--- config.mk ---
export PLATFORM = sky130hd
export DESIGN_NAME = ex_muldiv_ctrl
export DESIGN_NICKNAME = d
export VERILOG_FILES = /design/src/rtl/ex_muldiv_ctrl.sv
export SDC_FILE = /design/constraint.sdc
export NUM_CORES = 1
export LEC_CHECK = 0
export CORE_ASPECT_RATIO = 2
export CORE_UTILIZATION = 47
export CTS_CLUSTER_SIZE = 10
export DETAILED_ROUTE_END_ITERATION = 6
export PLACE_DENSITY = 0.7
export SYNTH_ARGS = -nofsm -noshare
export SYNTH_HDL_FRONTEND = slang
export SYNTH_SLANG_ARGS = --single-unit
export TNS_END_PERCENT = 5
--- constraint.sdc ---
create_clock -name clk -period 5.6 [get_ports clk]
set_input_delay 1.12 -clock clk [delete_from_list [all_inputs] [get_ports clk]]
set_output_delay 1.12 -clock clk [all_outputs]
set_load 0.005 [all_outputs]
--- src/rtl/ex_muldiv_ctrl.sv ---
// EX-stage multiply/divide sequencer: owns HI/LO, runs a one-bit-per-cycle
// shift-add multiply or restoring divide, and stalls the pipeline while busy.
module ex_muldiv_ctrl #(
  parameter int WIDTH = 32,
  parameter int CNT_W = 6
) (
  input  logic             clk,
  input  logic             nrst,
  input  logic [3:0]       i_EX_ctrl_MDOp,
  input  logic             i_EX_ctrl_Flush,
  input  logic [WIDTH-1:0] i_EX_data_RSData,
  input  logic [WIDTH-1:0] i_EX_data_RTData,
  output logic             o_HZ_ctrl_Stall,
  output logic [WIDTH-1:0] o_MEM_data_MDOut,
  output logic             o_MEM_data_DivZero,
  output logic             o_MD_busy,
  output logic [WIDTH-1:0] o_HI,
  output logic [WIDTH-1:0] o_LO
);

  typedef enum logic [1:0] {
    S_IDLE,
    S_ITER,
    S_FIX
  } state_e;

  localparam logic [3:0] OP_MULT  = 4'd1;
  localparam logic [3:0] OP_MULTU = 4'd2;
  localparam logic [3:0] OP_DIV   = 4'd3;
  localparam logic [3:0] OP_DIVU  = 4'd4;
  localparam logic [3:0] OP_MTHI  = 4'd5;
  localparam logic [3:0] OP_MTLO  = 4'd6;
  localparam logic [3:0] OP_MFHI  = 4'd7;
  localparam logic [3:0] OP_MFLO  = 4'd8;

  state_e state_q, state_d;

  logic [WIDTH-1:0] hi_q, hi_d;
  logic [WIDTH-1:0] lo_q, lo_d;
  logic [WIDTH-1:0] acc_q, acc_d;
  logic [WIDTH-1:0] a_q, a_d;
  logic [WIDTH-1:0] b_q, b_d;
  logic [CNT_W-1:0] cnt_q, cnt_d;
  logic             div_q, div_d;
  logic             neg_q, neg_d;
  logic             rneg_q, rneg_d;
  logic             dz_q, dz_d;

  logic             op_v, busy;
  logic             is_md, is_dv, sgn;
  logic             rt_zero, start;
  logic             rs_s, rt_s;
  logic [WIDTH-1:0] rs_mag, rt_mag;
  logic [WIDTH:0]   sum, trial;
  logic [2*WIDTH-1:0] prod;
  logic [WIDTH-1:0] quo, rem;

  assign op_v = (i_EX_ctrl_MDOp >= OP_MULT)
             && (i_EX_ctrl_MDOp <= OP_MFLO)
             && !i_EX_ctrl_Flush;
  assign busy = (state_q != S_IDLE);

  assign is_md = (i_EX_ctrl_MDOp >= OP_MULT)
              && (i_EX_ctrl_MDOp <= OP_DIVU);
  assign is_dv = (i_EX_ctrl_MDOp == OP_DIV)
              || (i_EX_ctrl_MDOp == OP_DIVU);
  assign sgn   = (i_EX_ctrl_MDOp == OP_MULT)
              || (i_EX_ctrl_MDOp == OP_DIV);

  assign rt_zero = (i_EX_data_RTData == '0);
  assign start   = op_v && !busy && is_md
                && !(is_dv && rt_zero);
  assign dz_d    = op_v && !busy && is_dv && rt_zero;

  assign rs_s   = sgn && i_EX_data_RSData[WIDTH-1];
  assign rt_s   = sgn && i_EX_data_RTData[WIDTH-1];
  assign rs_mag = rs_s ? -i_EX_data_RSData
                       : i_EX_data_RSData;
  assign rt_mag = rt_s ? -i_EX_data_RTData
                       : i_EX_data_RTData;

  always_ff @(posedge clk) begin
    if (!nrst) state_q <= S_IDLE;
    else       state_q <= state_d;
  end

  always_comb begin
    state_d = state_q;
    unique case (state_q)
      S_IDLE: if (start) state_d = S_ITER;
      S_ITER: if (cnt_q == CNT_W'(1)) state_d = S_FIX;
      S_FIX:  state_d = S_IDLE;
      default: state_d = S_IDLE;
    endcase
  end

  always_comb begin
    o_HZ_ctrl_Stall    = op_v && busy;
    o_MD_busy          = busy;
    o_MEM_data_DivZero = dz_q;
    o_HI               = hi_q;
    o_LO               = lo_q;
    o_MEM_data_MDOut   = '0;
    unique case (1'b1)
      op_v && (i_EX_ctrl_MDOp == OP_MFHI):
        o_MEM_data_MDOut = hi_q;
      op_v && (i_EX_ctrl_MDOp == OP_MFLO):
        o_MEM_data_MDOut = lo_q;
      default: ;
    endcase
  end

  always_comb begin
    hi_d   = hi_q;
    lo_d   = lo_q;
    acc_d  = acc_q;
    a_d    = a_q;
    b_d    = b_q;
    cnt_d  = cnt_q;
    div_d  = div_q;
    neg_d  = neg_q;
    rneg_d = rneg_q;
    sum    = {1'b0, acc_q} + {1'b0, b_q};
    trial  = {acc_q, a_q[WIDTH-1]} - {1'b0, b_q};
    prod   = {acc_q, a_q};
    if (neg_q) prod = -prod;
    quo    = neg_q  ? -a_q   : a_q;
    rem    = rneg_q ? -acc_q : acc_q;
    unique case (state_q)
      S_IDLE: begin
        if (start) begin
          acc_d  = '0;
          a_d    = is_dv ? rs_mag : rt_mag;
          b_d    = is_dv ? rt_mag : rs_mag;
          cnt_d  = CNT_W'(WIDTH);
          div_d  = is_dv;
          neg_d  = rs_s ^ rt_s;
          rneg_d = rs_s;
        end
        if (op_v && (i_EX_ctrl_MDOp == OP_MTHI))
          hi_d = i_EX_data_RSData;
        if (op_v && (i_EX_ctrl_MDOp == OP_MTLO))
          lo_d = i_EX_data_RSData;
      end
      S_ITER: begin
        cnt_d = cnt_q - CNT_W'(1);
        if (div_q) begin
          // restoring step: keep the trial difference only when it did not borrow
          if (!trial[WIDTH]) begin
            acc_d = trial[WIDTH-1:0];
            a_d   = {a_q[WIDTH-2:0], 1'b1};
          end else begin
            acc_d = {acc_q[WIDTH-2:0], a_q[WIDTH-1]};
            a_d   = {a_q[WIDTH-2:0], 1'b0};
          end
        end else if (a_q[0]) begin
          acc_d = sum[WIDTH:1];
          a_d   = {sum[0], a_q[WIDTH-1:1]};
        end else begin
          acc_d = {1'b0, acc_q[WIDTH-1:1]};
          a_d   = {acc_q[0], a_q[WIDTH-1:1]};
        end
      end
      S_FIX: begin
        if (div_q) begin
          lo_d = quo;
          hi_d = rem;
        end else begin
          {hi_d, lo_d} = prod;
        end
      end
      default: ;
    endcase
  end

  always_ff @(posedge clk) begin
    if (!nrst) begin
      hi_q   <= '0;
      lo_q   <= '0;
      acc_q  <= '0;
      a_q    <= '0;
      b_q    <= '0;
      cnt_q  <= '0;
      div_q  <= 1'b0;
      neg_q  <= 1'b0;
      rneg_q <= 1'b0;
      dz_q   <= 1'b0;
    end else begin
      hi_q   <= hi_d;
      lo_q   <= lo_d;
      acc_q  <= acc_d;
      a_q    <= a_d;
      b_q    <= b_d;
      cnt_q  <= cnt_d;
      div_q  <= div_d;
      neg_q  <= neg_d;
      rneg_q <= rneg_d;
      dz_q   <= dz_d;
    end
  end

endmodule

==> out/qor.yml, run 1 <==
outcome: "finished with violations"
violations: "design-rule violations"
dpl.hpwl_um: 47000
arrival_ns: 3.62
coreArea_um2: 31500
cts_tree: "built"
synth_top_area_share_pct: 22.8
holdPathEnd: "cnt_q[5]"
cts_repair_resize_count: 0
slew_headroom_pct: 12.0
detail_route.wl_per_cell_um: 25.2
grt_usage_pct: 38.9
synth_area_leaders: "dfxtp_1 23%, a211oi_1 7.1%, mux2i_1 6.0%, ha_1 5.8%, xnor2_1 5.7%"
crit_path_start_kind: "input pin"
ys.flop_type: "dfxtp_1"
r2r-start: "b_q[5]"
worst-setup-path-type: "input pin to output pin"
clk_path_buf_depth: 2
gp_congestion: 0.960
rsz0062_at_grt: "no"
tightest_slew_ns: 1.31
drtAntennaViolNets: 0
cap_violations: 0
holdPathStages: 1
hold_class: "flip-flop to flip-flop"
dpl_worst_slack_ns: 0.918
synth.cell_area_um2: 15100
reg2reg_slack_ns: 1.04
die_h_um: 255
num_io_pins: 170
syn2layout_area_growth_pct: 17.5
crit_buf_inv: 3
synth_edf_count: 0
leakage_nw: 6.92
cpPeakStageDelay_ns: 0.53
async_flop_share_pct: 0
grt_pass1_wl_um: 95200
critPathTopFamily: "buffers and inverters"
synth-seq-area-share_pct: 22.8
hp-start: "cnt_q[5]"
vias_per_cell: 6.51
peakVddDrop_mv: 0.175
wl_um: 63500
drive_above_1_share_pct: 5.45
slew_violations: 0
syn_area_per_cell_um2: 7.53
dieArea_um2: 32900
clk-insertion-delay-late_ns: 0.47
regArea_um2: 3450
worst_r2r_path_depth: 12
drc_errors: 2
overflow: 0
timing.final.ws_setup_ns: 0.860
worstPathMaxFanout: 32
required_ns: 4.48
crit_chain: "clkdlybuf4s50_1, or3_1, nor3b_2, buf_4, a22o_1, clkdlybuf4s50_1"
dieWidth_um: 129
multi_input_area_um2: 10900
syn-num-nets: 2146
yosysTopAreaCell: "dfxtp_1"
grt_pass1_vias: 15800
vias: 16400
power_density_nw_per_um2: 213
setup_viol: 0
fin_nets: 2221
max_freq_mhz: 211
firstDrtPassIters: 7
clkTransAtPathRegs_ns: 0.07
drt_iter0_drc: 1381
r2r-end: "acc_q[17]"
antenna_found_initial: 4
htreeDepth: 4
fillers: 3067
cp_slowest_cell: "clkdlybuf4s50_1"
portBuffers: 169
clkSinkCount: 172
clock_skew_ns: 0.0107
clk_root_buffer_cell: "clkbuf_16"
finalHoldViolCount: 0
cts_hold_buffers: 0
initial_core_util_pct: 47.8
whs_ns: 0.477
yosysWarnings: 0
rows: 92
cp_common_cell: "clkdlybuf4s50_1"
end_kind: "output pin"
grt_max_degree: 107
syn_inst: 2003
finalCritPeriodShare_pct: 84.6
cts_buffers: 17
final.setup.tns_ns: 0
synth-seq-cells: 172
yosysUniqueCellTypes: 83
post-cts-setup-buffers: 0
min_period_ns: 4.74
## flip-flops by register name (all words and copies together), names as in the netlist
name / flops
rneg_q: 1
cnt_q: 6
b_q: 32
acc_q: 32
neg_q: 1
div_q: 1
o_LO: 32
o_HI: 32
a_q: 32
state_q: 2
o_MEM_data_DivZero: 1
## synthesized netlist by cell type (all sizes together), types with 6 or more instances
cell type / n
mux2i: 90
a211oi: 142
o21bai: 8
mux2: 19
dfxtp: 172
o41ai: 12
o211ai: 23
a22o: 46
and2: 12
o221ai: 8
a31oi: 19
or3: 19
nand2b: 16
nand3: 24
nor4: 19
a311oi: 8
o21a: 13
xnor2: 99
a21oi: 168
a21o: 28
o21ai: 118
nand3b: 6
nor3b: 7
nor3: 46
clkbuf: 117
ha: 70
nor2: 217
inv: 64
o31ai: 29
buf: 30
nand2: 163
xor2: 70
nor2b: 20
or4: 19
and3: 8
nand4: 11
## stage by stage
step | area (µm²) | util, % | instances | total power [mW]
after detailed placement | 17100 | 54.1 | 2482 | 2.39
after global placement | 17100 | 54.1 | 2482 | 2.38
final | 17700 | 56.2 | 2516 | 3.77
after global routing | 17700 | 56.2 | 2516 | 3.90
after CTS | 17700 | 56.2 | 2514 | 3.73
after floorplan | 15100 | - | 2003 | 2.02
## report_power, final
group | switching [mW] | internal [mW]
Clock | 0.555 | 0.807
Sequential | 0.0812 | 1.27
Combinational | 0.662 | 0.398
## layer usage
| layer | wire [µm] | global-route usage (%) |
|---|---|---|
| met1 | 20700 | 37.4 |
| met2 | 31100 | 66.3 |
| met3 | 4830 | 9.53 |
| met4 | 6890 | 36.8 |
| met5 | 28 | 0 |
## cell families (layout without fill, tap and decap cells)
logic type,after synthesis,count (layout),share of synthesized area (%)
other cells,0,2,0
buf+inv,211,299,5.42
fa+ha+maj,72,72,6.07
mux,109,109,7.39
simple gates,601,601,19.0
flops,172,172,22.8
compound gates,669,669,29.5
xor+xnor,169,169,9.81
## worst max path at each step
stage / from / to / slack (ns) / cells after the start
6_report: i_EX_ctrl_MDOp[0] / o_MEM_data_MDOut[4] / 0.86 / 6
5_1_grt: i_EX_ctrl_MDOp[0] / o_MEM_data_MDOut[23] / 0.80 / 6
4_1_cts: i_EX_ctrl_MDOp[0] / o_MEM_data_MDOut[31] / 0.91 / 6
3_5_place_dp: i_EX_ctrl_MDOp[0] / o_MEM_data_MDOut[31] / 0.92 / 6
3_3_place_gp: i_EX_ctrl_MDOp[0] / o_MEM_data_MDOut[31] / 0.93 / 6
2_1_floorplan: i_EX_data_RTData[0] / acc_q[28] / 2.02 / 12
## cells in the final DEF, fill, tap and decap left out, types with 24 or more instances in the layout
cell type          n
xor2_1            70
xnor2_1           99
inv_1             63
ha_1              70
a21oi_1          167
dfxtp_1          171
mux2i_1           90
nand3_1           24
clkdlybuf4s50_1  169
nor2_1           215
a211oi_1         142
nand2_1          162
o31ai_1           28
buf_4             32
a22o_1            46
o21ai_0          116
a21o_1            28
nor3_1            45
## area by class of cell
type | count | share of cell area (%)
clock inverters | 13 | 1.20
diodes | 2 | 0.0282
multi-input cells | 1620 | 61.4
flip-flops and latches | 172 | 19.4
repair buffers | 203 | 11.1
inverters | 64 | 1.36
clock buffers | 19 | 2.50
well taps | 423 | 2.99
(Power assumes the default switching activity.)
==> run 2, diff against run 1 <==
- PLACE_DENSITY: 0.7 -> 0.72
- clock period: 5.6 -> 3.8 ns (I/O delays scaled with it)
==> out/qor.yml, run 2 (synthesized netlist as in run 1, its figures left out) <==
grt_pass1_vias: 16800  # +6.8%
grt_max_degree: 77  # -28%
dieWidth_um: 129  # unchanged
syn2layout_area_growth_pct: 25.6
drt_iter0_drc: 1703  # +23%
peakVddDrop_mv: 0.290  # +66%
vias: 17400  # +6.0%
grt_usage_pct: 42.3  # +3.5 points
die_h_um: 255  # unchanged
gp_congestion: 1.09  # +14%
power_density_nw_per_um2: 302  # +42%
drtAntennaViolNets: 0  # unchanged
cp-startpoint: "i_EX_ctrl_MDOp[2]"
drive_above_1_share_pct: 12.3  # +6.8 points
portBuffers: 169  # unchanged
crit_path_end: "o_MEM_data_MDOut[18]"
crit_chain: "clkdlybuf4s50_1, or3_1, nor3b_2, buf_12, a22o_1, clkdlybuf4s50_1"
post-cts-setup-buffers: 0  # unchanged
num_io_pins: 170  # unchanged
rows: 92  # unchanged
finalPower_mw: 5.72  # +52%
timing.final.ws_setup_ns: 0.0746  # -0.786 ns
worstPathMaxFanout: 32  # unchanged
crit_cells: 6  # unchanged
dpl_worst_slack_ns: -0.177  # -1.10 ns
crit_path_start_kind: "input pin"
drc_errors: 0  # -2
leakage_nw: 7.70  # +11%
mostFrequentLayoutCell: "nor2_1"
worst_r2r_path_depth: 11  # -1
critPathTopFamily: "buffers and inverters"
tightest_slew_ns: 1.12  # -0.193 ns
dieArea_um2: 32900  # unchanged
cap_violations: 0  # unchanged
coreArea_um2: 31500  # unchanged
cts_buffers: 17  # unchanged
clock_skew_ns: 0.00870  # -0.00198 ns
wl_um: 68900  # +8.5%
slew_headroom_pct: 25.5  # +13 points
dpl.hpwl_um: 51000  # +8.5%
rsz0062_at_grt: "yes"
worst-setup-path-type: "input pin to output pin"
max_freq_mhz: 268
r2r-start: "b_q[14]"
place_area_um2: 18300  # +7.1%
htreeDepth: 4  # unchanged
finalHoldViolCount: 0  # unchanged
cpPeakStageDelay_ns: 0.62  # +0.09 ns
clk_root_buffer_cell: "clkbuf_16"
clk_path_buf_depth: 2  # unchanged
antenna_found_initial: 2  # -2
holdPathStages: 1  # unchanged
arrival_ns: 2.97  # -0.65 ns
cts_repair_resize_count: 0  # unchanged
end_kind: "output pin"
reg2reg_slack_ns: 0.10  # -0.94 ns
slew_violations: 0  # unchanged
cts_hold_buffers: 0  # unchanged
initial_core_util_pct: 47.8  # unchanged
min_period_ns: 3.73
r2r-end: "acc_q[30]"
clkTransAtPathRegs_ns: 0.07  # about the same
cp_slowest_cell: "clkdlybuf4s50_1"
hold_class: "flip-flop to flip-flop"
cp_common_cell: "clkdlybuf4s50_1"
grt_pass1_wl_um: 103000  # +8.0%
overflow: 0  # unchanged
clkSinkCount: 172  # unchanged
vias_per_cell: 6.52  # +0.15%
firstDrtPassIters: 7  # unchanged
required_ns: 3.04  # -1.44 ns
fin_area_um2: 19000  # +6.9%
crit_buf_inv: 3  # unchanged
detail_route.wl_per_cell_um: 25.9  # +2.5%
final_cell_mix: "215 x nor2_1, 173 x buf_4, 170 x dfxtp_1, 167 x clkdlybuf4s50_1, 165 x a21oi_1"
clk-insertion-delay-late_ns: 0.46  # about the same
cts_tree: "built"
fin_nets: 2370  # +6.7%
setup_viol: 0  # unchanged
finalCritPeriodShare_pct: 98.0
outcome: "finished clean"
==> run 2: changes by cell type in the layout (fill, tap and decap cells not counted), moves of 2 or more <==
cell	previous run	this run
a21oi_2	0	2
a21oi_1	167	165
buf_12	2	10
bufinv_16	5	2
buf_4	32	173
inv_6	3	5
dlymetal6s2s_1	0	2
clkdlybuf4s50_1	169	167
==> run 2: worst reg2reg max path, delay by kind of cell (launching register included) <==
kind | cells | cell delay, ns
simple gates | 1 | 0.46
flops | 1 | 0.48
compound gates | 9 | 2.31
fa+ha+maj | 1 | 0.36
==> run 2: final cells by class <==
cell class              instances  area [µm²]
diodes                          1        2.50
clock buffers                  19         464
clock inverters                13         151
fillers                      2929       12600
inverters                      64         241
multi-input cells            1620       10900
flip-flops and latches        172        3450
well taps                     423         529
repair buffers                352        3200
==> run 2: how the worst min path moves through the flow <==
stage / from / end / slack, ns
6_report: cnt_q[5] / cnt_q[5] / 0.47
5_1_grt: cnt_q[5] / cnt_q[5] / 0.50
4_1_cts: cnt_q[5] / cnt_q[5] / 0.47
3_5_place_dp: cnt_q[5] / cnt_q[5] / 0.46
3_3_place_gp: cnt_q[5] / cnt_q[5] / 0.45
2_1_floorplan: cnt_q[5] / cnt_q[5] / 0.43
==> run 2: power breakdown <==
| group | switching (mW) | leakage, nW | internal, mW |
|---|---|---|---|
| clock | 0.856 | 0.289 | 1.04 |
| sequential | 0.108 | 1.40 | 1.87 |
| combinational | 1.09 | 6.02 | 0.757 |
| total | 2.06 | 7.70 | 3.66 |
==> run 2: stage by stage <==
step,hold WS (ns),instances,utilization (%),setup TNS [ns]
final,0.471,2664,60.1,0
after global routing,0.502,2663,60.1,-0.0169
after CTS,0.473,2663,59.9,0
after detailed placement,0.461,2631,58.0,-0.854
after global placement,0.451,2631,58.0,-0.863
after floorplan,0.433,2003,-,0
==> run 2: layer usage <==
layer / track usage, % / routed length [µm] / vias to the layer above
met5: 1.24 / 33 / -
met4: 40.2 / 7800 / 2
met3: 15.3 / 6170 / 380
met2: 69.6 / 33000 / 951
met1: 39.9 / 21900 / 8227
li1: - / - / 7809
